File: src/rtl/estimate_seq.sv
// estimate_seq: layer sequencer issuing command/address/data to the 32-lane estimate datapath
module estimate_seq #(
   parameter int ADDR_W = 16,
   parameter int DATA_W = 32,
   parameter int CNT_W = 16,
   parameter int LAT = 3
) (
   input  logic              clk,
   input  logic              rst_n,
   input  logic              start,
   input  logic              mode8,
   input  logic [CNT_W-1:0]  n_acc,
   input  logic [CNT_W-1:0]  n_pool,
   input  logic [CNT_W-1:0]  n_grp,
   input  logic [ADDR_W-1:0] w_base,
   input  logic [ADDR_W-1:0] in_base,
   output logic              busy,
   output logic              done,
   output logic              cfg_err,
   output logic [ADDR_W-1:0] in_raddr,
   input  logic [DATA_W-1:0] in_rdata,
   output logic [2:0]        est_com,
   output logic [ADDR_W-1:0] est_addr,
   output logic [DATA_W-1:0] est_data,
   input  logic [31:0]       est_activ,
   output logic              out_valid,
   input  logic              out_ready,
   output logic [31:0]       out_activ
);
   localparam int DW = $clog2(LAT + 1);
   typedef enum logic [2:0] {IDLE, INI, ACC, POOL, NORM, ACTIV, DRAIN, FIN} state_t;
   state_t state, nxt;
   logic m8;
   logic [CNT_W-1:0] acc_n, pool_n, grp_n, k, p, g;
   logic [ADDR_W-1:0] base_in, gb;
   logic [DW-1:0] d;
   logic cfg_ok, accept, last_drain, capture, last_grp;
   assign cfg_ok = n_acc != '0 && n_pool != '0 && n_grp != '0;
   assign accept = state == IDLE && start && cfg_ok;
   assign last_drain = state == DRAIN && d == DW'(LAT - 1);
   assign capture = last_drain && (!out_valid || out_ready);
   assign last_grp = g == grp_n - CNT_W'(1);
   assign est_data = state == ACC ? in_rdata : '0;
   assign busy = state != IDLE;
   assign done = state == FIN;
   // state register; reset aborts any layer in flight
   always_ff @(posedge clk or negedge rst_n)
      if (!rst_n) state <= IDLE;
      else state <= nxt;
   // next state: one command per cycle, last DRAIN waits while the result slot is occupied
   always_comb begin
      nxt = state;
      case (state)
         IDLE:  nxt = accept ? INI : IDLE;
         INI:   nxt = ACC;
         ACC:   nxt = k == acc_n - CNT_W'(1) ? POOL : ACC;
         POOL:  nxt = p == pool_n - CNT_W'(1) ? NORM : ACC;
         NORM:  nxt = ACTIV;
         ACTIV: nxt = DRAIN;
         DRAIN: nxt = !capture ? DRAIN : last_grp ? FIN : INI;
         FIN:   nxt = IDLE;
      endcase
   end
   // command and ROM address for the current state; NOP everywhere else
   always_comb begin
      est_com = 3'd7;
      est_addr = '0;
      case (state)
         INI:   est_com = 3'd0;
         ACC:   begin est_com = m8 ? 3'd5 : 3'd1; est_addr = gb + ADDR_W'(k); end
         POOL:  est_com = 3'd2;
         NORM:  begin est_com = m8 ? 3'd6 : 3'd3; est_addr = gb + ADDR_W'(acc_n); end
         ACTIV: est_com = 3'd4;
         default: ;
      endcase
   end
   // config latch, loop counters, read pointer one word ahead of ACC, and the result slot
   always_ff @(posedge clk or negedge rst_n)
      if (!rst_n) begin
         m8 <= 1'b0;
         acc_n <= '0;
         pool_n <= '0;
         grp_n <= '0;
         base_in <= '0;
         gb <= '0;
         k <= '0;
         p <= '0;
         g <= '0;
         d <= '0;
         in_raddr <= '0;
         cfg_err <= 1'b0;
         out_valid <= 1'b0;
         out_activ <= '0;
      end else begin
         cfg_err <= state == IDLE && start && !cfg_ok;
         if (accept) begin
            m8 <= mode8;
            acc_n <= n_acc;
            pool_n <= n_pool;
            grp_n <= n_grp;
            base_in <= in_base;
            gb <= w_base;
            g <= '0;
            in_raddr <= in_base;
         end
         if (state == INI) begin
            k <= '0;
            p <= '0;
         end
         if (state == ACC) k <= k + CNT_W'(1);
         if (state == POOL) begin
            k <= '0;
            p <= p + CNT_W'(1);
         end
         if (state == ACTIV) d <= '0;
         if (state == DRAIN && !last_drain) d <= d + DW'(1);
         if (nxt == ACC) in_raddr <= in_raddr + ADDR_W'(1);
         if (capture) begin
            out_activ <= est_activ;
            g <= g + CNT_W'(1);
            gb <= gb + ADDR_W'(acc_n) + ADDR_W'(1);
            in_raddr <= base_in;
         end
         out_valid <= capture || (out_valid && !out_ready);
      end
endmodule
File: config.mk
export PLATFORM = sky130hd
export DESIGN_NAME = estimate_seq
export DESIGN_NICKNAME = d
export VERILOG_FILES = /design/src/rtl/estimate_seq.sv
export SDC_FILE = /design/constraint.sdc
export NUM_CORES = 1
export LEC_CHECK = 0
export CORE_ASPECT_RATIO = 1.75
export CORE_MARGIN = 2
export CORE_UTILIZATION = 52
export CTS_CLUSTER_SIZE = 12
export DETAILED_ROUTE_END_ITERATION = 6
export GPL_ROUTABILITY_DRIVEN = 0
export HOLD_SLACK_MARGIN = 0.02
export PLACE_DENSITY = 0.86
export SETUP_SLACK_MARGIN = 0.2
export SYNTH_ARGS = -nofsm -noshare
export SYNTH_HDL_FRONTEND = slang
export SYNTH_SLANG_ARGS = --single-unit
File: constraint.sdc
create_clock -name clk -period 9.07 [get_ports clk]
set_input_delay 1.814 -clock clk [delete_from_list [all_inputs] [get_ports clk]]
set_output_delay 1.814 -clock clk [all_outputs]
set_load 0.02 [all_outputs]
==> impl_metrics.py, run 1 <==
metrics = {
    "critical_path": {
        "critPathSlowestCell": "o41ai_1",
        "r2r-end": "gb[15]$_DFFE_PN0P_",
        "worstSetupPathType": "flip-flop to output pin",
        "endpoint_kind": "output pin",
        "crit_fanout": 7,
        "rr_worst_depth": 12,
        "worstSetupStartpoint": "k[0]$_DFFE_PN0P_",
        "critPathTopFamily": "compound AO/OA/AOI/OAI gates",
        "critPathCapture": "est_addr[14]",
        "rrSetupSlack_ns": 5.27,
        "cp_num_cells": 13,
        "path_cells": "ha_1 > fa_1 > a21o_1 > a21oi_1 > nor2b_1 > o21a_1 > o41ai_1 > o211a_1 > a21oi_1 > a21oi_1 > xor2_1 > o21ai_0 > clkdlybuf4s50_1",
        "cp.required_ns": 7.26,
        "start_kind": "flip-flop",
        "critPathBufInv": 1,
        "r2r-start": "acc_n[0]$_DFFE_PN0P_",
        "cp.arrival_ns": 4.30,
        "path_common_cell": "a21oi_1",
        "max_stage_delay_ns": 0.64,
    },
    "grt": {
        "grt_pass1_wl_um": 56300,
        "grt_max_degree": 77,
        "grt_pass1_vias": 11500,
        "grt_overflow_total": 0,
        "track_usage_pct": 28.8,
        "antenna_found_initial": 1,
    },
    "synth": {
        "async_flop_share_pct": 100,
        "postSynthCellCount": 1468,
        "synth.avg_cell_area_um2": 8.04,
        "synth_ff_type": "dfrtp_1",
        "synth_area_leader_cell": "dfrtp_1",
        "synth_area_um2": 11800,
        "ys_top_cells_by_area": "dfrtp_1 39%, nand2_1 12%, o21ai_0 4.9%, xnor2_1 4.5%, ha_1 4.1%",
        "syn_nets": 1658,
        "ys_ff_latch": 184,
        "synth-edff-count": 0,
        "synth_cell_types": 71,
        "synth_top_area_share_pct": 39.0,
        "yosysSeqAreaShare_pct": 39.0,
        "yosysWarnings": 0,
    },
    "power_and_ir_drop": {
        "p_int_mw": 2.63,
        "power_frac_clock_pct": 15.5,
        "p_leak_nw": 6.69,
        "ir_drop_v": 0.000163,
        "combPwrFrac_pct": 55.8,
        "p_sw_mw": 2.21,
        "p_sw_share_pct": 45.7,
        "seqPwrFrac_pct": 28.7,
        "powerDensity_nw_per_um2": 321,
    },
    "layout": {
        "final.fill_count": 1797,
        "syn_to_final_growth_pct": 27.7,
        "multi_input_area_um2": 6820,
        "seq_area_um2": 4600,
        "final_common_cell": "nand2_1",
        "final_cell_area_um2": 15100,
        "drive_above_1_share_pct": 4.16,
        "final_cell_mix": "382 x nand2_1, 250 x clkdlybuf4s50_1, 184 x dfrtp_1",
        "final_nets": 1862,
    },
    "timing": {
        "fin_crit_sh_pct": 67.4,
        "setup_ws_ns": 2.95,
        "fmax_mhz": 163,
        "drv_slew": 0,
        "rsz0062_at_grt": "no",
        "hold_viol": 0,
        "fin_skew_ns": 0.0100,
        "hold-worst-slack_ns": 0.476,
        "worst_pin_slew_ns": 0.962,
        "tns_ns": 0,
        "slew_headroom_pct": 35.9,
        "layout_min_cycle_time_ns": 6.12,
        "finalSetupViolCount": 0,
    },
    "cts": {
        "cts.path.max_buffers": 2,
        "post_cts_buffers": 0,
        "htree_levels": 4,
        "numCtsBuffers": 17,
        "cts.sinks": 184,
        "clk_pin_slew_ns": 0.07,
        "cts_hold_buf": 0,
        "cts_root_buf": "clkbuf_16",
        "clock_latency_ns": 0.44,
        "cts_resized": 0,
        "cts_tree": "done",
    },
    "floorplan": {
        "die_h_um": 203,
        "design.core.area_um2": 22200,
        "design.die.area_um2": 24000,
        "fp-row-count": 72,
        "dieWidth_um": 118,
        "initial_core_util_pct": 53.2,
        "num_io_pins": 252,
    },
    "run": {
        "cap_violations": 0,
    },
    "drt": {
        "wl_um": 34500,
        "drc": 0,
        "first_iter_violations": 770,
        "drtAntennaViolNets": 0,
        "wl_per_cell_um": 17.4,
        "via_count": 11600,
        "viasPerCell": 5.84,
        "dr.pass1.iters": 5,
    },
    "placement": {
        "placed_area_um2": 14500,
        "dp_slack_ns": 3.45,
        "portBuffers": 251,
        "hpwl_um": 25500,
    },
    "min_path": {
        "hp-class": "flip-flop to flip-flop",
    },
    "status": {
        "status": "complete, no violations",
    },
}
## synthesized netlist by cell type (all sizes together), types with 8 or more instances
cell type    n
a211oi       8
a21o        13
a21oi       44
a22oi       12
a31oi       19
and2        36
and3        20
buf         13
clkbuf      62
dfrtp      184
ha          39
inv         28
mux2i       17
nand2      382
nand2b       9
nand3       39
nand4       22
nor2        90
nor3        42
nor4        32
o21a        10
o21ai      116
o22ai       21
or2          8
xnor2       60
xor2        50
## per-stage QoR
step	util, %	power, mW	std cells
2_1_floorplan	-	3.16	1468
3_3_place_gp	65.3	3.95	1949
3_5_place_dp	65.3	4.04	1949
4_1_cts	68.0	4.82	1980
5_1_grt	68.0	5.17	1981
6_report	68.0	4.84	1981
## registers in the layout, indices dropped and copies added (netlist names), 3 cells and up
register	count
grp_n	16
p	16
in_raddr	16
g	16
pool_n	16
out_activ	32
acc_n	16
state	3
gb	16
base_in	16
k	16
## layer usage
| metal | track usage [%] | vias to the layer above | share of wire, % |
|---|---|---|---|
| li1 | - | 5494 | - |
| met1 | 32.1 | 5527 | 37 |
| met2 | 52.1 | 438 | 53 |
| met3 | 4.98 | 113 | 5.7 |
| met4 | 15.4 | 0 | 4.6 |
| met5 | 0 | - | 0 |
## worst min-delay path by stage
stage,from,end,slack (ns),depth (start not counted)
after floorplan,base_in[13]$_DFFE_PN0P_,base_in[13]$_DFFE_PN0P_,0.45,2
after global placement,out_activ[21]$_DFFE_PN0P_,out_activ[21]$_DFFE_PN0P_,0.46,2
after detailed placement,out_activ[29]$_DFFE_PN0P_,out_activ[29]$_DFFE_PN0P_,0.46,2
after CTS,out_activ[17]$_DFFE_PN0P_,out_activ[17]$_DFFE_PN0P_,0.48,2
after global routing,out_activ[25]$_DFFE_PN0P_,out_activ[25]$_DFFE_PN0P_,0.50,2
final,out_activ[29]$_DFFE_PN0P_,out_activ[29]$_DFFE_PN0P_,0.48,2
## worst min-delay path, cell delays in order, from the launching register on
cell and delay [ns]:
dfrtp_1 0.34, nand2_1 0.05, nand2_1 0.05
## power by group through the flow
stage / sequential (mW) / combinational, mW / clock (mW)
6_report: 1.39 / 2.70 / 0.751
5_1_grt: 1.42 / 2.95 / 0.791
4_1_cts: 1.38 / 2.67 / 0.763
3_5_place_dp: 1.39 / 2.65 / 0
3_3_place_gp: 1.38 / 2.57 / 0
2_1_floorplan: 1.31 / 1.85 / 0
## area by class of cell
class / count / share of cell area [%]
clock inverter: 13 / 0.964
sequential: 184 / 30.6
multi-input combinational: 1181 / 45.2
antenna: 1 / 0.0166
tap: 296 / 2.46
inverter: 28 / 0.698
clock buffer: 18 / 2.92
timing repair buffer: 260 / 17.1
## cell families after synthesis
| kind of cell | synth area share (%) |
|---|---|
| AO/OA/AOI/OAI | 15.4 |
| XOR/XNOR | 8.17 |
| adder cells (fa/ha/maj) | 4.48 |
| buffers and inverters | 3.35 |
| flip-flops | 39.0 |
| multiplexers | 1.73 |
| AND/OR/NAND/NOR | 27.9 |
Note: power is estimated with default switching activity, not from simulation.
==> run 2, diff against run 1 <==
Settings changed: CORE_UTILIZATION 52 to 47, PLACE_DENSITY 0.86 to 0.83.
Clock period 9.07 ns to 5.52 ns, I/O delays scaled along.
==> run 2 against run 1 <==
Die area up 10%. Sequential power up 65%. Flip-flop and latch count unchanged. Utilization down 6.8 points. Design area about the same. Combinational power up 65%. Critical endpoint is now est_addr[12]. Highest routed layer unchanged.
==> impl_metrics.py, run 2 (synthesis results as in run 1) <==
metrics = {
    "status": {
        "status": "complete, no violations",
    },
    "timing": {
        "finalSetupViolCount": 0,
        "worst_pin_slew_ns": 1.01,
        "tns_ns": 0,
        "fin_skew_ns": 0.0106,
        "hold_viol": 0,
        "drv_slew": 0,
        "slew_headroom_pct": 32.6,
        "fin_crit_sh_pct": 93.3,
        "fmax_mhz": 194,
        "layout_min_cycle_time_ns": 5.15,
        "rsz0062_at_grt": "no",
    },
    "critical_path": {
        "rrSetupSlack_ns": 1.88,
        "critPathCapture": "est_addr[12]",
        "start_kind": "flip-flop",
        "cp.required_ns": 4.42,
        "rr_worst_depth": 12,
        "cp.arrival_ns": 4.04,
        "endpoint_kind": "output pin",
        "worstSetupPathType": "flip-flop to output pin",
        "crit_fanout": 7,
        "worstSetupStartpoint": "k[0]$_DFFE_PN0P_",
        "r2r-start": "acc_n[0]$_DFFE_PN0P_",
        "r2r-end": "gb[14]$_DFFE_PN0P_",
    },
    "grt": {
        "met2_usage_pct": 48.2,
        "grt_pass1_wl_um": 56300,
        "antenna_found_initial": 1,
        "grt_overflow_total": 0,
        "grt_pass1_vias": 11500,
        "grtUsageMet3_pct": 4.12,
        "grt_busiest_layer": "met2",
        "met1_usage_pct": 29.7,
        "grt_max_degree": 97,
        "track_usage_pct": 27.1,
    },
    "cts": {
        "post_cts_buffers": 0,
        "cts.sinks": 184,
        "clk_pin_slew_ns": 0.07,
        "numCtsBuffers": 17,
        "cts_root_buf": "clkbuf_16",
        "cts_tree": "done",
        "clock_latency_ns": 0.45,
        "htree_levels": 4,
        "cts.path.max_buffers": 2,
    },
    "layout": {
        "largest_reg_flops": 32,
        "largest-register": "out_activ",
        "final_cell_mix": "382 x nand2_1, 249 x clkdlybuf4s50_1, 184 x dfrtp_1",
        "final_nets": 1866,
        "final_common_cell": "nand2_1",
        "drive_above_1_share_pct": 4.03,
        "syn_to_final_growth_pct": 27.8,
        "final_cells": 1999,
    },
    "placement": {
        "portBuffers": 251,
        "hpwl_um": 25900,
        "place_inst": 1969,
    },
    "power_and_ir_drop": {
        "seqPwrFrac_pct": 29.1,
        "p_leak_nw": 6.70,
        "power_frac_clock_pct": 14.6,
        "powerDensity_nw_per_um2": 525,
        "p_sw_mw": 3.61,
        "ir_drop_v": 0.000289,
        "combPwrFrac_pct": 56.4,
        "p_sw_share_pct": 45.6,
        "p_int_mw": 4.30,
    },
    "min_path": {
        "hold-path-cell-count": 2,
        "hp-class": "flip-flop to flip-flop",
    },
    "drt": {
        "dr.pass1.iters": 7,
        "viasPerCell": 5.80,
        "via_count": 11600,
        "first_iter_violations": 685,
        "wl_um": 34900,
        "wl_per_cell_um": 17.5,
        "drtAntennaViolNets": 0,
        "drc": 0,
    },
    "run": {
        "cap_violations": 0,
    },
    "floorplan": {
        "design.die.area_um2": 26400,
        "die_h_um": 214,
        "design.core.area_um2": 24600,
        "num_io_pins": 252,
        "initial_core_util_pct": 47.9,
        "fp-row-count": 76,
        "dieWidth_um": 124,
    },
}
## run 2: cell types whose count changed in the layout (fill, tap and decap cells not counted), sizes merged
cell           change
buf                +4
bufinv             -1
clkbuf             +5
clkdlybuf4s50      -1
clkinv             -4
clkinvlp           -1
dlymetal6s2s       +1
inv                -1
## run 2: power groups by stage
stage / Sequential, mW / Clock [mW] / Combinational [mW]
global route: 2.36 / 1.22 / 4.89
detailed placement: 2.30 / 0 / 4.41
CTS: 2.28 / 1.17 / 4.44
finish: 2.30 / 1.15 / 4.46
global placement: 2.28 / 0 / 4.28
floorplan: 2.15 / 0 / 3.04
## run 2: how the worst min path moves through the flow
stage                              start                        end  slack [ns]
6_report        out_activ[3]$_DFFE_PN0P_   out_activ[3]$_DFFE_PN0P_        0.47
5_1_grt        out_activ[28]$_DFFE_PN0P_  out_activ[28]$_DFFE_PN0P_        0.49
4_1_cts        out_activ[28]$_DFFE_PN0P_  out_activ[28]$_DFFE_PN0P_        0.48
3_5_place_dp   out_activ[28]$_DFFE_PN0P_  out_activ[28]$_DFFE_PN0P_        0.46
3_3_place_gp   out_activ[27]$_DFFE_PN0P_  out_activ[27]$_DFFE_PN0P_        0.46
2_1_floorplan    base_in[13]$_DFFE_PN0P_    base_in[13]$_DFFE_PN0P_        0.45
## run 2: critical path, cell delays in order (launching register included)
cell and delay, ns:
dfrtp_1 0.47, ha_1 0.26, fa_1 0.41, a21o_1 0.19
a21oi_2 0.17, nor2b_1 0.08, o21a_1 0.19, o41ai_1 0.32
buf_4 0.20, o211a_1 0.20, nand2b_1 0.06, a21oi_1 0.16
xnor2_1 0.14, a22o_1 0.14, clkdlybuf4s50_1 0.60
## run 2: area by class of cell
| type | count | area (um2) |
|---|---|---|
| Fill cell | 2130 | 9550 |
| Multi-Input combinational cell | 1181 | 6820 |
| Sequential cell | 184 | 4600 |
| Timing Repair Buffer | 264 | 2630 |
| Clock buffer | 23 | 458 |
| Tap cell | 312 | 390 |
| Inverter | 28 | 105 |
| Clock inverter | 6 | 68.8 |
| Antenna cell | 1 | 2.50 |
## run 2: what timing repair did
item,in CTS,in global routing
hold buffers,0,0
resized for setup,0,4
endpoints found under the setup margin,0,3
## run 2: through the flow
stage                     area, um2  hold WS, ns  worst slack, ns  utilization [%]  power, mW
after floorplan               11800        0.446             1.30                -       5.19
after global placement        14500        0.456            0.840             59.0       6.56
after detailed placement      14500        0.462            0.832             59.0       6.71
after CTS                     15100        0.479            0.308             61.2       7.89
after global routing          15100        0.485            0.224             61.2       8.47
final                         15100        0.474            0.371             61.2       7.91
## run 2: routing by layer
metal  up-vias  share of wire [%]  wire (um)
li1       5504                  -          -
met1      5590                 36      12700
met2       400                 53      18300
met3       108                5.4       1880
met4         0                5.6       1960
met5         -                  0          0
==> run 3, diff against run 2 <==
Settings changed: CAP_MARGIN set to 25, GPL_TIMING_DRIVEN set to 1.
==> results of run 3 <==
Same layout as run 2: the final DEF is identical, and so are final timing and power.
